`src/rtl/bram_rd_arbiter.sv`:
```
// Round-robin arbiter that shares one fixed-latency BRAM read port among NREQ requesters.
// Each read that is issued pushes its requester index into a tag pipeline that is
// RD_LAT entries deep. When the read data comes back, the pipeline routes it to that
// requester.
module bram_rd_arbiter #(
    parameter int unsigned NREQ   = 2,
    parameter int unsigned AW     = 8,
    parameter int unsigned DW     = 8,
    parameter int unsigned RD_LAT = 2
) (
    input  logic                 clk_i,
    input  logic                 rst_i,
    input  logic [NREQ-1:0]      req_i,
    input  logic [NREQ*AW-1:0]   addr_i,
    output logic [NREQ-1:0]      gnt_o,
    output logic [NREQ-1:0]      rvalid_o,
    output logic [DW-1:0]        rdata_o,
    output logic                 bram_rd_o,
    output logic [AW-1:0]        bram_addr_o,
    input  logic [DW-1:0]        bram_dout_i,
    output logic                 idle_o
);

    localparam int unsigned IdxW = $clog2(NREQ);

    // Issue-side state
    logic            bram_rd_q,   bram_rd_d;
    logic [AW-1:0]   bram_addr_q, bram_addr_d;
    logic [IdxW-1:0] win_idx_q,   win_idx_d;
    logic [IdxW-1:0] ptr_q,       ptr_d;

    // Return tag pipeline: entry RD_LAT-1 lines up with valid bram_dout
    logic [RD_LAT-1:0] tag_vld_q;
    logic [IdxW-1:0]   tag_idx_q [RD_LAT];

    // Arbitration signals
    logic [NREQ-1:0] eligible;
    logic            win_found;
    logic [IdxW-1:0] win_idx;
    logic [IdxW:0]   cand_sum;
    logic [IdxW-1:0] cand;
    logic [AW-1:0]   addr_sel;

    // Grant is a registered decode of the issued index; valid only while bram_rd is high
    always_comb begin
        gnt_o = '0;
        if (bram_rd_q) begin
            gnt_o[win_idx_q] = 1'b1;
        end
    end

    // A request granted this cycle must not win again before the requester reacts
    always_comb begin
        eligible = req_i & ~gnt_o;
    end

    // Round-robin search starting at ptr_q, wrapping modulo NREQ
    always_comb begin
        win_found = 1'b0;
        win_idx   = '0;
        cand_sum  = '0;
        cand      = '0;
        for (int k = 0; k < NREQ; k++) begin
            cand_sum = {1'b0, ptr_q} + (IdxW+1)'(k);
            if (cand_sum >= (IdxW+1)'(NREQ)) begin
                cand_sum = cand_sum - (IdxW+1)'(NREQ);
            end
            cand = cand_sum[IdxW-1:0];
            if (!win_found && eligible[cand]) begin
                win_found = 1'b1;
                win_idx   = cand;
            end
        end
    end

    // Address mux for the winning requester
    always_comb begin
        addr_sel = '0;
        for (int i = 0; i < NREQ; i++) begin
            if (win_idx == IdxW'(i)) begin
                addr_sel = addr_i[i*AW +: AW];
            end
        end
    end

    // Next issue state: bram_addr and the issued index hold when nothing wins
    always_comb begin
        bram_rd_d   = win_found;
        bram_addr_d = bram_addr_q;
        win_idx_d   = win_idx_q;
        ptr_d       = ptr_q;
        if (win_found) begin
            bram_addr_d = addr_sel;
            win_idx_d   = win_idx;
            ptr_d       = (win_idx == IdxW'(NREQ - 1)) ? '0 : win_idx + IdxW'(1);
        end
    end

    // Issue registers
    always_ff @(posedge clk_i) begin
        if (rst_i) begin
            bram_rd_q   <= 1'b0;
            bram_addr_q <= '0;
            win_idx_q   <= '0;
            ptr_q       <= '0;
        end else begin
            bram_rd_q   <= bram_rd_d;
            bram_addr_q <= bram_addr_d;
            win_idx_q   <= win_idx_d;
            ptr_q       <= ptr_d;
        end
    end

    // Tag shift register; reset drops all in-flight reads so none return afterwards
    always_ff @(posedge clk_i) begin
        if (rst_i) begin
            tag_vld_q <= '0;
            for (int i = 0; i < RD_LAT; i++) begin
                tag_idx_q[i] <= '0;
            end
        end else begin
            tag_vld_q[0] <= bram_rd_q;
            tag_idx_q[0] <= win_idx_q;
            for (int i = 1; i < RD_LAT; i++) begin
                tag_vld_q[i] <= tag_vld_q[i-1];
                tag_idx_q[i] <= tag_idx_q[i-1];
            end
        end
    end

    // Return routing and status outputs
    always_comb begin
        rvalid_o = '0;
        if (tag_vld_q[RD_LAT-1]) begin
            rvalid_o[tag_idx_q[RD_LAT-1]] = 1'b1;
        end
        rdata_o     = bram_dout_i;
        bram_rd_o   = bram_rd_q;
        bram_addr_o = bram_addr_q;
        idle_o      = ~bram_rd_q & ~(|tag_vld_q);
    end

endmodule
```
`config.mk`:
```
export PLATFORM = sky130hd
export DESIGN_NAME = bram_rd_arbiter
export DESIGN_NICKNAME = d
export VERILOG_FILES = /design/src/rtl/bram_rd_arbiter.sv
export SDC_FILE = /design/constraint.sdc
export NUM_CORES = 1
export LEC_CHECK = 0
export CAP_MARGIN = 5
export CORE_MARGIN = 2
export CORE_UTILIZATION = 35
export CTS_BUF_LIST = sky130_fd_sc_hd__clkbuf_2
export DETAILED_ROUTE_END_ITERATION = 8
export PLACE_DENSITY = 0.81
export SLEW_MARGIN = 40
export SYNTH_ARGS = -nofsm -noshare
export SYNTH_HDL_FRONTEND = slang
export SYNTH_SLANG_ARGS = --single-unit
```
`constraint.sdc`:
```
create_clock -name clk_i -period 1.4 [get_ports clk_i]
set_input_delay 0.21 -clock clk_i [delete_from_list [all_inputs] [get_ports clk_i]]
set_output_delay 0.21 -clock clk_i [all_outputs]
set_load 0.02 [all_outputs]
```
==> results.json <==
{
  "crit_chain": "buf_4, nor3_1, buf_4",
  "ys_async_sr_fraction": 0,
  "routedWlPerCell_um": 12.0,
  "crit_path_end": "idle_o",
  "hold_class": "in -> reg",
  "total_instance_count_after_detailed_placement": 123,
  "regToRegSetupSlack_ps": 80,
  "post_dp_hpwl_um": 1190,
  "drt_drc_violations_left": 0,
  "cts_tree": "built",
  "worst-path-buf-inv": 2,
  "timing.critical_path.to_type": "output pin",
  "syn_area_um2": 711,
  "final_period_minus_worst_setup_slack_ps": 1350,
  "syn_avg_cell_area_um2": 10.9,
  "clkTransAtPathRegs_ps": 150,
  "synth.distinct_cells": 17,
  "design.final.nets": 129,
  "post_synthesis_cells": 65,
  "grt_antenna_before_repair": 0,
  "synth_seq_area_share": 0.423,
  "floorplan.die_area_mm2": 0.00241,
  "synth.cells.most_frequent": "dfxtp_1 (15), buf_4 (10), mux2i_1 (8), o2bb2ai_2 (8), nor2b_1 (6)",
  "irDropWorstVdd_mv": 0.520,
  "mappedNetlistNets": 93,
  "dr_total_vias": 587,
  "fin_util": 0.581,
  "crit_slowest_cell": "dfxtp_2",
  "io_pins": 50,
  "portBuffers": 33,
  "synth-warning-count": 0,
  "cts_max_path_buffers": 2,
  "setup_tns_ps": 0,
  "fp-row-count": 16,
  "detailedPlace.worstSlack_ps": -507,
  "hold_viol_final": 0,
  "cp_top_family": "flip-flops",
  "starting_density_of_the_core": 0.366,
  "leakage_nw": 0.515,
  "core_area_mm2": 0.00194,
  "fin_area_mm2": 0.00113,
  "status": "complete, no violations",
  "cts_buffers": 3,
  "post-cts-setup-buffers": 0,
  "cts.sink_count": 15,
  "clk-insertion-delay-late_ps": 280,
  "total_iterations_of_the_first_detailed_routing_run": 2,
  "max_slew_margin": 0.800,
  "synth_area_leaders": "dfxtp_1 (42%), o2bb2ai_2 (17%), mux2i_1 (11%)",
  "path_max_fanout": 5,
  "reg2reg_from": "bram_rd_o",
  "p_per_area_mw_per_mm2": 893,
  "endpoint_of_the_worst_register_to_register_path": "bram_addr_o[4]",
  "chipWidth_um": 49.1,
  "post-synth-top-area-fraction": 0.423,
  "grt_first_pass_wirelength_um": 2600,
  "vert_die_dim_um": 49.1,
  "grt_setup_unrepaired": "true",
  "yosysMostFrequentCell": "dfxtp_1",
  "routed_via_density": 4.62,
  "initialDrtViolationCount": 3,
  "cell_count_final_fillers_out": 127,
  "number_of_global_route_vias_before_repair": 618,
  "area.growth.synth_to_final_pct": 58.6,
  "gp_congestion": 0.686,
  "filler_cell_count": 182,
  "ctsHoldBuffers": 0,
  "worstSetupPathType": "reg -> out",
  "yosys.area.top_type": "dfxtp_1",
  "placement.cell_area_mm2": 0.00107,
  "drv_slew": 0,
  "p_total_mw": 1.01,
  "clk_root_buffer_cell": "clkbuf_2",
  "cpPeakStageDelay_ps": 380,
  "finalWirelength_um": 1520,
  "achievable-frequency_ghz": 0.739,
  "worst_clk_skew_ps": 2.94,
  "worst_r2r_path_depth": 5,
  "critPathRequiredTime_ps": 1190,
  "data_arrival_at_the_endpoint_of_the_critical_path_ps": 1140,
  "groute.usage.overall": 0.141,
  "max_slew.worst_pin.slew_ps": 300,
  "path_depth": 3,
  "fin_ws_ps": 46.1,
  "antenna_cells_inserted": 0,
  "grt_overflow": 0,
  "cp-start-kind": "flop",
  "route.antenna.remaining_nets": 0,
  "synth_enable_flop_cells": 0,
  "setup_viol_count_final": 0,
  "cts.htree.levels": 1,
  "timing.hold.ws_ps": 273,
  "post-route-period-util": 0.967,
  "timing.critical_path.mode_cell": "buf_4",
  "synth_top_flop_cell": "dfxtp_1",
  "grt_start_max_net_pins": 11,
  "max-cap-violations": 0,
  "final_layout_size_suffix_gt1_frac": 0.350,
  "crit_path_start": "bram_rd_o",
  "synthesized_flop_and_latch_total": 15
}
## layer usage
layer	track usage	share of wire	routed length, um
met5	0	0	0
met4	0.0762	0.0066	10
met3	0.0429	0.083	126
met2	0.245	0.51	771
met1	0.151	0.40	612
## layout make-up
class                           instances  area, um2  area share
Sequential cell                        15        303       0.269
Inverter                                5       18.8      0.0166
Multi-Input combinational cell         34        354       0.314
Clock buffer                            3       15.0      0.0133
Tap cell                               27       33.8      0.0300
Timing Repair Buffer                   42        398       0.353
Clock inverter                          1       5.00     0.00444
## layout by cell type, fill, tap and decap left out, types with 2 or more instances in the layout
cell / netlist / final
a21oi_1: 2 / 2
buf_4: 10 / 10
clkbuf_2: 0 / 3
clkdlybuf4s15_1: 0 / 2
clkdlybuf4s50_1: 0 / 18
dfxtp_1: 15 / 13
dfxtp_2: 0 / 2
dlygate4sd2_1: 0 / 9
inv_1: 3 / 3
inv_2: 2 / 2
mux2i_1: 8 / 4
mux2i_2: 0 / 3
nand2_1: 2 / 2
nor2b_1: 6 / 5
nor3_1: 2 / 2
o2bb2ai_2: 8 / 8
## worst min path at each step
stage	start	end	slack, ps	cells past startpoint
after floorplan	rst_i	win_idx_q	280	1
after global placement	bram_dout_i[4]	rdata_o[4]	420	0
after detailed placement	bram_dout_i[4]	rdata_o[4]	420	0
after CTS	bram_dout_i[4]	rdata_o[4]	420	0
after global routing	req_i[0]	ptr_q	320	3
final	req_i[0]	ptr_q	270	3
## power breakdown
part,internal (mW),total [mW],switching [mW]
combinational,0.171,0.310,0.139
clock,0.0647,0.207,0.142
sequential,0.463,0.489,0.0266
total,0.698,1.01,0.308
## tightest hold or removal path, cell delays in order
cell and delay [ps]:
dlymetal6s2s_1 120, a21oi_1 80, nor3_1 110
## kinds of logic after synthesis
kind of cell           after synthesis  share of synthesized area
muxes                                8                      0.113
AOI/OAI and AO/OA                   13                      0.213
DFF                                 15                      0.423
and+or+nand+nor                     13                      0.104
buffers and inverters               16                      0.148
## what timing repair did
item	4_1_cts	5_1_grt
resized for setup	28	11
setup endpoints to repair	22	13
endpoints found under the hold margin	0	0
## sequential cells by signal (all words and copies together), names as in the netlist
register	count
ptr_q	1
tag_idx_q	2
win_idx_q	1
bram_rd_o	1
bram_addr_o	8
tag_vld_q	2
(Power assumes the default switching activity.)
